--- src/rtl/servo_pwm_capture.sv ---
// servo_pwm_capture: measures the high time of a servo/RC PWM input and
// converts it to a position code (2^PRESCALE_SHIFT clk cycles per LSB).
// Optional input glitch filter: define PWM_CAPTURE_GLITCH_FILTER_EN.
module servo_pwm_capture #(
   parameter int unsigned PRESCALE_SHIFT = 9,
   parameter int unsigned POS_W          = 10,
   parameter int unsigned CNT_W          = 22,
   parameter int unsigned TIMEOUT_CYCLES = 2097152,
   parameter int unsigned GLITCH_CYCLES  = 4
) (
   input  logic             clk,
   input  logic             clr_n,
   input  logic             pwm_in,
   output logic [POS_W-1:0] pos,
   output logic             pos_strobe,
   output logic             pos_valid,
   output logic             signal_lost
);

   localparam logic [CNT_W-1:0] TimeoutVal = CNT_W'(TIMEOUT_CYCLES);
   localparam logic [CNT_W-1:0] PosMax     = CNT_W'((2 ** POS_W) - 1);

`ifdef PWM_CAPTURE_GLITCH_FILTER_EN
   // Pipeline must reflect the real input (sync + filter + delayed copy).
   localparam int unsigned WarmCycles = 3 + GLITCH_CYCLES;
   localparam int unsigned GlW        = $clog2(GLITCH_CYCLES + 1);
`else
   localparam int unsigned WarmCycles = 3;
`endif
   localparam int unsigned WarmW = $clog2(WarmCycles + 1);

   typedef enum logic [1:0] {StIdle, StArmed, StHigh} state_e;

   logic             s1_q, s2_q, s3_q;
   logic             lvl, rise, fall;
   logic [WarmW-1:0] warm_q;
   logic             warm_done;
   state_e           state_q, state_d;
   logic [CNT_W-1:0] hi_cnt_q, hi_cnt_d;
   logic [CNT_W-1:0] per_cnt_q, per_cnt_d;
   logic [CNT_W-1:0] code_full;
   logic [POS_W-1:0] pos_sat, pos_d;
   logic             strobe_d, valid_d, lost_d;

   // Two-flop synchroniser on the raw input.
   always_ff @(posedge clk or negedge clr_n) begin
      if (!clr_n) begin
         s1_q <= 1'b0;
         s2_q <= 1'b0;
      end else begin
         s1_q <= pwm_in;
         s2_q <= s1_q;
      end
   end

`ifdef PWM_CAPTURE_GLITCH_FILTER_EN
   logic           flt_q, flt_d;
   logic [GlW-1:0] gcnt_q, gcnt_d;

   // Accept a new level only after GLITCH_CYCLES consecutive samples of it.
   always_comb begin
      flt_d  = flt_q;
      gcnt_d = '0;
      if (s2_q != flt_q) begin
         if (gcnt_q == GlW'(GLITCH_CYCLES - 1)) begin
            flt_d = s2_q;
         end else begin
            gcnt_d = gcnt_q + 1'b1;
         end
      end
   end

   // Filter state register.
   always_ff @(posedge clk or negedge clr_n) begin
      if (!clr_n) begin
         flt_q  <= 1'b0;
         gcnt_q <= '0;
      end else begin
         flt_q  <= flt_d;
         gcnt_q <= gcnt_d;
      end
   end

   assign lvl = flt_q;
`else
   assign lvl = s2_q;
`endif

   // Delayed copy of the working level for edge detection (equals s2 delayed
   // by one when unfiltered).
   always_ff @(posedge clk or negedge clr_n) begin
      if (!clr_n) begin
         s3_q <= 1'b0;
      end else begin
         s3_q <= lvl;
      end
   end

   assign rise = lvl & ~s3_q;
   assign fall = ~lvl & s3_q;

   // Warm-up counter: the reset zeros in the pipeline must not look like a
   // low phase, otherwise a pulse in progress at reset release would publish.
   always_ff @(posedge clk or negedge clr_n) begin
      if (!clr_n) begin
         warm_q <= '0;
      end else if (!warm_done) begin
         warm_q <= warm_q + 1'b1;
      end
   end

   assign warm_done = (warm_q == WarmW'(WarmCycles));

   // Saturating conversion of the high-time count to a position code.
   always_comb begin
      code_full = hi_cnt_q >> PRESCALE_SHIFT;
      pos_sat   = (code_full > PosMax) ? '1 : code_full[POS_W-1:0];
   end

   // Next-state, counters and output updates; publish overrides loss.
   always_comb begin
      state_d  = state_q;
      hi_cnt_d = hi_cnt_q;
      pos_d    = pos;
      strobe_d = 1'b0;
      valid_d  = pos_valid;
      lost_d   = signal_lost;

      if (rise) begin
         per_cnt_d = '0;
      end else if (per_cnt_q == TimeoutVal) begin
         per_cnt_d = TimeoutVal;
      end else begin
         per_cnt_d = per_cnt_q + 1'b1;
      end

      if (per_cnt_d == TimeoutVal) begin
         valid_d = 1'b0;
         lost_d  = 1'b1;
      end

      unique case (state_q)
         StIdle: begin
            hi_cnt_d = '0;
            if (warm_done && !lvl) begin
               state_d = StArmed;
            end
         end
         StArmed: begin
            if (rise) begin
               state_d  = StHigh;
               hi_cnt_d = CNT_W'(1);
            end
         end
         StHigh: begin
            if (fall) begin
               state_d  = StArmed;
               pos_d    = pos_sat;
               strobe_d = 1'b1;
               valid_d  = 1'b1;
               lost_d   = 1'b0;
            end else if (lvl) begin
               hi_cnt_d = hi_cnt_q + 1'b1;
               // Stuck high: abandon the pulse without publishing.
               if (hi_cnt_d == TimeoutVal) begin
                  state_d  = StIdle;
                  hi_cnt_d = '0;
                  valid_d  = 1'b0;
                  lost_d   = 1'b1;
               end
            end
         end
         default: begin
            state_d = StIdle;
         end
      endcase
   end

   // State, counter and output registers.
   always_ff @(posedge clk or negedge clr_n) begin
      if (!clr_n) begin
         state_q     <= StIdle;
         hi_cnt_q    <= '0;
         per_cnt_q   <= '0;
         pos         <= '0;
         pos_strobe  <= 1'b0;
         pos_valid   <= 1'b0;
         signal_lost <= 1'b1;
      end else begin
         state_q     <= state_d;
         hi_cnt_q    <= hi_cnt_d;
         per_cnt_q   <= per_cnt_d;
         pos         <= pos_d;
         pos_strobe  <= strobe_d;
         pos_valid   <= valid_d;
         signal_lost <= lost_d;
      end
   end

endmodule

--- config.mk ---
export PLATFORM = sky130hd
export DESIGN_NAME = servo_pwm_capture
export DESIGN_NICKNAME = d
export VERILOG_FILES = /design/src/rtl/servo_pwm_capture.sv
export SDC_FILE = /design/constraint.sdc
export NUM_CORES = 1
export LEC_CHECK = 0
export BUFFER_PORTS_ARGS = -buffer_cell sky130_fd_sc_hd__buf_2
export CORE_ASPECT_RATIO = 2
export CORE_MARGIN = 1.5
export CORE_UTILIZATION = 60
export DETAILED_ROUTE_END_ITERATION = 10
export PLACE_DENSITY = 0.78
export SLEW_MARGIN = 20
export SYNTH_ARGS = -nofsm -noshare
export SYNTH_HDL_FRONTEND = slang
export SYNTH_SLANG_ARGS = --single-unit
--- constraint.sdc ---
create_clock -name clk -period 5.62 [get_ports clk]
set_input_delay 0.281 -clock clk [delete_from_list [all_inputs] [get_ports clk]]
set_output_delay 0.281 -clock clk [all_outputs]
set_load 0.01 [all_outputs]
==> Word-level counts from Yosys, hierarchy flattened <==
Index checks and enable logic that the tools add are counted.
{ "totals": {"regBits": 64, "inputBits": 3, "output_inout_bits": 13} }
{ "classes": {"n_addsub": 3, "order_cmp": 1, "eq_ne": 12, "mux": 26, "bitwise_logic": 4, "reduce_logical": 7} }
{ "ops": {"columns": ["op", "count"], "rows": [
  ["2-to-1 mux 22 bit", 6],
  ["== test 22 bit, second input constant", 3],
  ["case mux 22 bit (3 select lines)", 1],
  ["adder 22 x 1 -> 22 bit, second input constant", 2],
  ["greater-than comparator 13 x 10 -> 1 bit, second input constant", 1],
  ["2-to-1 mux 1 bit", 12],
  ["2-to-1 mux 10 bit", 1],
  ["2-to-1 mux 2 bit", 5],
  ["!= test 2 bit, second input constant", 4],
  ["AND reduction 4 bit", 2],
  ["!= test 3 bit, second input constant", 2],
  ["case mux 2 bit (3 select lines)", 1],
  ["== test 2 bit, second input constant", 2],
  ["nonzero test 3 bit", 1],
  ["adder 2 x 1 -> 2 bit, second input constant", 1],
  ["AND 1 bit", 2],
  ["== test 2 x 1 -> 1 bit, second input constant", 1],
  ["logical NOT 2 bit", 1],
  ["inverter 1 bit", 2],
  ["AND reduction 2 bit", 1],
  ["logical AND 1 bit", 1],
  ["logical NOT 1 bit", 1]
]} }

==> Longest topological paths before layout <==
Gate-level depths: netlist of the first run.
{ "logic_depth": {"depth_word": 9, "mapped_depth": 10, "mapped_depth_nobuf": 9} }

==> Worst setup path after synthesis of the first run <==
No wires, ideal clock.
{ "synth_timing": {"path_kind": "register to register", "start": "reg hi_cnt_q[0]", "end": "reg hi_cnt_q[0]", "t_arrival_ns": 2.461, "setup_slack_ns": 3.022, "stages_incl_launch_ff": 10, "path_buffers": 0, "period_less_slack_ns": 2.598, "cell_sequence": "dfrtp_1 > ha_1 > nand4_1 > nor4_1 > mux2i_1 > nand2_1 > nor4b_1 > o2111ai_2 > a311oi_1 > a211oi_1"} }
{ "synth_between": {"elab_chain_cells": 6} }
{ "synth_lines": {"columns": ["element", "line_no", "rtl"], "rows": [
  ["start: declaration", "39", "logic [CNT_W-1:0] hi_cnt_q, hi_cnt_d;"],
  ["start signal: assignment", "191", "hi_cnt_q <= hi_cnt_d;"],
  ["adder 22 x 1 -> 22 bit (*)", "163", "hi_cnt_d = hi_cnt_q + 1'b1;"],
  ["== test 22 bit", "165", "if (hi_cnt_d == TimeoutVal) begin"],
  ["2-to-1 mux 22 bit (*)", "165", null],
  ["2-to-1 mux 22 bit (*)", "162", "end else if (lvl) begin"],
  ["2-to-1 mux 22 bit (*)", "156", "if (fall) begin"],
  ["case mux 22 bit (3 select lines) (*)", "142", "unique case (state_q)"]
]} }
Every way passes the cells marked *; elsewhere a longest branch is shown, timed or not. The select of a mux whose other input is x is not followed.
A chain may end at the register's enable or synchronous reset.

==> Worst setup path in the final report of the first run <==
{ "layout_timing": {"start": "reg hi_cnt_q[0]", "end": "reg hi_cnt_q[13]"} }
The elaborated chain is that of the path after synthesis.

==> impl_metrics.json, run 1 <==
{
  "crit_buf_inv": 0,
  "wl_per_cell_microns": 17.7,
  "power_frac_clock": 0.403,
  "syn-num-nets": 444,
  "synth-edff-count": 0,
  "r2r_slack_ns": 2.40,
  "drive_above_1_share": 0.119,
  "synth_cell_types": 66,
  "end_kind": "register",
  "grt_max_degree": 65,
  "p_sw_w": 0.000443,
  "cts.sink_count": 64,
  "synth_seq_cells": 64,
  "numCtsBuffers": 9,
  "slowest_delay_ns": 0.62,
  "cp_data_arrival_time_ns": 3.40,
  "ys.flop_type": "dfrtp_1",
  "power_density_nw_per_um2": 358,
  "power.share.switching": 0.288,
  "start_kind": "register",
  "overflow": 0,
  "clkTransAtPathRegs_ns": 0.05,
  "io_pins": 16,
  "dp_slack_ns": 2.58,
  "cpMostUsedCell": "nand2_1",
  "power_frac_comb": 0.223,
  "nNetsFinal": 444,
  "cp.required_ns": 5.80,
  "synthesis.area_sq_um": 3890,
  "ant_nets": 0,
  "worstSetupPathDepth": 9,
  "via_count": 3283,
  "antenna_found_initial": 0,
  "antenna_cells": 0,
  "met2_usage": 0.525,
  "finalWorstSetupSlack_ns": 2.40,
  "dieArea_sq_um": 7010,
  "seq_area_frac_synth": 0.412,
  "placed_cell_area_sq_um": 3960,
  "dp_cells": 507,
  "grt_first_pass_wirelength_microns": 14900,
  "use_met1": 0.273,
  "viasPerCell": 6.28,
  "synthArstFlopShare": 1.00,
  "fin_crit_sh": 0.573,
  "use_met3": 0.0549,
  "place_congestion": 0.980,
  "p_leak_nw": 1.84,
  "first_global_vias": 3331,
  "post_cts.repair.setup_buffers": 0,
  "p_seq_frac": 0.374,
  "synth_warnings": 0,
  "fillers": 535,
  "drc": 0,
  "grt.busiest_layer": "met2",
  "r2r_cells": 9,
  "synth_cells": 432,
  "drt_pass1_iterations": 4,
  "clock_skew_ns": 0.0103,
  "areaGrowthSynthToFinish_pct": 10.3,
  "fin_area_sq_um": 4300,
  "core_sq_um": 6310,
  "hold_violations": 0,
  "worstMarginPinSlew_ns": 0.810,
  "slew_headroom": 0.460,
  "clockRootBuffer": "clkbuf_16",
  "num_rows": 41,
  "clockBufferDepth": 2,
  "clock_latency_ns": 0.34,
  "synth_area_leaders": "dfrtp_1, nand2_1, xnor2_1, nor2_1, nand3_1",
  "cts_hold_buf": 0,
  "fin_tns_setup_ns": 0,
  "cp_top_family": "simple AND/OR/NAND/NOR gates",
  "start_util": 0.617,
  "syn_area_per_cell_sq_um": 9.01,
  "synth.top_cell.area_share": 0.405,
  "peakVddDrop_mv": 0.246,
  "slew_viol_final": 0,
  "grt_usage": 0.287,
  "ctsResizeCount": 0,
  "setup-violations-final": 0,
  "maxCapViolCount": 0,
  "io_buffers": 15,
  "dieWidth_microns": 60.0,
  "slowest_stage": "nor4_1",
  "status": "finished clean",
  "whs_ns": 0.0583,
  "die-height_microns": 117,
  "rsz0062_at_grt": "no",
  "stdcell_count": 523,
  "hold_path_depth": 1,
  "internal-power_w": 0.00110,
  "holdCritPathClass": "input port to register",
  "worstSetupPathType": "register to register",
  "crit_fanout": 6,
  "hpwl_microns": 6580,
  "min_period_ns": 3.22,
  "clock.fmax_ghz": 0.310,
  "yosysTopAreaCell": "dfrtp_1",
  "cp_cell_sequence": "ha_1 > nand4_1 > nor4_1 > mux2i_1 > nand2_1 > nor4b_1 > o2111ai_2 > nand2_1 > o311ai_0",
  "drt-initial-drc-count": 260,
  "drt_wl_total_microns": 9280,
  "cts_tree": "yes",
  "cts.htree.levels": 3
}
[per-stage QoR]
step                      power, W  utilization
after floorplan           0.000808            -
after global placement    0.000914        0.628
after detailed placement  0.000927        0.628
after CTS                  0.00155        0.681
after global routing       0.00161        0.681
final                      0.00154        0.681
[layout by cell type (no fill, tap or decap), types with 4 or more instances in the layout]
cell type	instances
a21oi_1	11
a31oi_1	4
and2_1	5
and3_1	9
and4_1	6
buf_2	15
clkbuf_16	9
dfrtp_1	63
ha_1	9
inv_1	15
mux2i_1	4
nand2_1	47
nand3_1	28
nand4_1	18
nor2_1	40
nor2b_1	4
nor3_1	8
nor4_1	9
o21ai_0	19
o22a_1	9
o311ai_0	4
or3_1	7
xnor2_1	20
xor2_1	10
[power by group through the flow]
stage | clock, W | sequential [W] | combinational, W
2_1_floorplan | 0 | 0.000593 | 0.000215
3_3_place_gp | 0 | 0.000579 | 0.000335
3_5_place_dp | 0 | 0.000583 | 0.000344
6_report | 0.000620 | 0.000575 | 0.000344
4_1_cts | 0.000629 | 0.000576 | 0.000346
5_1_grt | 0.000642 | 0.000584 | 0.000380
[routing by layer]
metal  part of all wire  routed length (microns)  vias to the layer above
met1               0.35                     3260                     1590
met5                  0                        0                        -
met4              0.047                      434                        0
li1                   -                        -                     1557
met3              0.033                      304                       34
met2               0.57                     5280                      102
[area by class of cell]
class                           count  area [sq um]  share of cell area
Multi-Input combinational cell    324          2100               0.488
Sequential cell                    64          1600               0.373
Clock buffer                       14           274              0.0638
Tap cell                           86           108              0.0250
Timing Repair Buffer               18          97.6              0.0227
Clock inverter                      2          60.1              0.0140
Inverter                           15          56.3              0.0131
[flip-flops by register name, indices dropped and copies added (netlist names)]
signal and count:
hi_cnt_q 22, lvl 1, per_cnt_q 22, pos 10, pos_strobe 1, pos_valid 1
s1_q 1, s3_q 1, signal_lost 1, state_q 2, warm_q 2
[path summary, 6_finish.rpt]
path | startpoint | to
min in group asynchronous | clr_n | hi_cnt_q[7]$_DFFE_PN0P_
max in group asynchronous | clr_n | per_cnt_q[2]$_DFF_PN0_
setup / recovery | hi_cnt_q[0]$_DFFE_PN0P_ | hi_cnt_q[13]$_DFFE_PN0P_
hold / removal | pwm_in | s1_q$_DFF_PN0_
setup reg to reg | hi_cnt_q[0]$_DFFE_PN0P_ | hi_cnt_q[13]$_DFFE_PN0P_
hold reg to reg | s1_q$_DFF_PN0_ | lvl$_DFF_PN0_
[synthesized netlist by cell type, types with 3 or more instances]
cell and n:
clkbuf_1 17, ha_1 9, xnor2_1 20, mux2i_1 4, buf_4 4, nor3b_1 3
or3_1 7, o211ai_1 3, and2_1 5, a31oi_1 4, nor2b_1 4, nor2_1 40
a211oi_1 3, buf_2 7, nand4_1 18, nand3_1 28, o22a_1 9, dfrtp_1 63
inv_1 15, nand2b_1 3, nor4_1 9, xor2_1 10, a21oi_1 11, nor3_1 8
nand2_1 47, and3_1 9, o21ai_0 20, o311ai_0 4, and4_1 6
[cell families (layout without fill, tap and decap cells)]
family	Yosys count	count (layout)	share of synthesized area
DFF	64	64	0.412
adders and majority gates	9	9	0.0289
muxes	7	7	0.0199
AOI/OAI and AO/OA	73	73	0.132
buffers and inverters	44	49	0.0495
and+or+nand+nor	204	204	0.287
xor gates and xnor gates	31	31	0.0717
(Power assumes the default switching activity.)
==> inputs of run 2 (changes only) <==
- CORE_UTILIZATION: 60 -> 56
- PLACE_DENSITY: 0.78 -> 0.76
- clock period: 5.62 -> 2.64 ns (I/O delays scaled with it)
==> impl_metrics.json, run 2 (same netlist as run 1, synthesis figures left out) <==
{
  "dieWidth_microns": 62.0,
  "setup-violations-final": 0,
  "slew_viol_final": 0,
  "p_leak_nw": 2.08,
  "clkTransAtPathRegs_ns": 0.05,
  "min_period_ns": 2.58,
  "cp_top_family": "simple AND/OR/NAND/NOR gates",
  "cp_cell_sequence": "and4_2 > nand3_4 > or4_4 > xnor2_2 > nand4b_2 > nor4_4 > a21boi_2 > mux2_4",
  "fin_area_sq_um": 4680,
  "whs_ns": 0.308,
  "drt-initial-drc-count": 298,
  "slowest_stage": "or4_4",
  "clockBufferDepth": 2,
  "maxCapViolCount": 0,
  "clock_latency_ns": 0.34,
  "antenna_cells": 0,
  "worstSetupPathType": "register to register",
  "fin_crit_sh": 0.977,
  "fillers": 541,
  "overflow": 0,
  "num_rows": 42,
  "io_pins": 16,
  "power_density_nw_per_um2": 684,
  "power_frac_clock": 0.371,
  "nNetsFinal": 492,
  "peakVddDrop_mv": 0.514,
  "cp.required_ns": 2.86,
  "ant_nets": 0,
  "clockRootBuffer": "clkbuf_16",
  "drive_above_1_share": 0.225,
  "grt_first_pass_wirelength_microns": 16700,
  "power.share.switching": 0.300,
  "numCtsBuffers": 9,
  "io_buffers": 15,
  "dieArea_sq_um": 7490,
  "slowest_delay_ns": 0.55,
  "via_count": 3566,
  "status": "finished clean",
  "hold_violations": 0,
  "first_global_vias": 3581,
  "p_seq_frac": 0.375,
  "top_regs": "hi_cnt_q x22, per_cnt_q x22, pos x10",
  "wl_per_cell_microns": 18.1,
  "slew_headroom": 0.578,
  "clock_skew_ns": 0.00821,
  "grt_max_degree": 26,
  "start_kind": "register",
  "worstMarginPinSlew_ns": 0.627,
  "grt_usage": 0.306,
  "areaGrowthSynthToFinish_pct": 20.3,
  "drt_wl_total_microns": 10400,
  "cts.sink_count": 64,
  "die-height_microns": 121,
  "power_frac_comb": 0.254,
  "total_power_w": 0.00321,
  "holdCritPathClass": "input port to async pin",
  "place_congestion": 0.984,
  "drc": 0,
  "cp_data_arrival_time_ns": 2.79,
  "cts.htree.levels": 3,
  "cts_tree": "yes",
  "core_sq_um": 6670,
  "p_sw_w": 0.000962,
  "antenna_found_initial": 0,
  "internal-power_w": 0.00224,
  "start_util": 0.583,
  "final_common_cell": "dfrtp_1",
  "final_cell_mix": "dfrtp_1, buf_4, nand2_1",
  "fin_tns_setup_ns": 0,
  "clock.fmax_ghz": 0.388,
  "end_kind": "register",
  "drt_pass1_iterations": 5,
  "hpwl_microns": 7540,
  "viasPerCell": 6.22,
  "crit_fanout": 4,
  "placed_cell_area_sq_um": 4270,
  "crit_buf_inv": 0
}
[run 2: cell types whose count changed in the layout (fill, tap and decap cells not counted), sizes merged]
cell | previous run | this run
dlygate4sd3 | 0 | 2
clkbuf | 14 | 13
bufinv | 2 | 1
buf | 18 | 64
clkinv | 0 | 2
[run 2: layer usage]
layer / vias to the layer above / share of wire / routed length [microns] / global-route usage
li1: 1656 / - / - / -
met1: 1735 / 0.33 / 3470 / 0.291
met2: 122 / 0.57 / 5910 / 0.528
met3: 53 / 0.036 / 375 / 0.0661
met4: 0 / 0.061 / 637 / 0.227
met5: - / 0 / 0 / 0
[run 2: stage by stage]
step,std cells,setup slack [ns],utilization
after floorplan,432,0.0419,-
after global placement,549,0.0363,0.639
after detailed placement,549,-0.183,0.639
after CTS,567,0.00585,0.690
after global routing,573,-0.0201,0.702
final,573,0.0615,0.702
[run 2: power groups by stage]
stage          logic (W)  clock network, W  registers [W]
4_1_cts         0.000810           0.00122        0.00121
5_1_grt         0.000896           0.00126        0.00122
3_3_place_gp    0.000780                 0        0.00121
3_5_place_dp    0.000803                 0        0.00122
2_1_floorplan   0.000458                 0        0.00126
6_report        0.000813           0.00119        0.00120
[run 2: final cells by class]
type / instances / area (sq um) / share of cell area
repair buffers: 66 / 463 / 0.0989
clock buffers: 13 / 260 / 0.0556
well taps: 88 / 110 / 0.0235
multi-input cells: 324 / 2150 / 0.458
inverters: 15 / 56.3 / 0.0120
clock inverters: 3 / 40.0 / 0.00855
flip-flops and latches: 64 / 1610 / 0.343
[run 2: final timing paths]
kind	depth (start not counted)	start	endpoint	slack, ns
worst max-delay path	8	hi_cnt_q[14]$_DFFE_PN0P_	state_q[1]$_DFFE_PN0P_	0.06
max in group asynchronous	3	clr_n	signal_lost$_DFF_PN1_	1.58
worst min-delay path	2	clr_n	pos_strobe$_DFF_PN0_	0.31
worst min register to register	0	s1_q$_DFF_PN0_	lvl$_DFF_PN0_	0.36
min in group clk	0	s1_q$_DFF_PN0_	lvl$_DFF_PN0_	0.36
worst max register to register	8	hi_cnt_q[14]$_DFFE_PN0P_	state_q[1]$_DFFE_PN0P_	0.06
[run 2: timing repair]
action                                 in CTS  in global routing
setup endpoints to repair                   8                 12
endpoints found under the hold margin      21                  0
setup buffers                               0                  6
pin swaps                                   1                  8
hold buffers                                2                  0
resized for setup                           3                 13
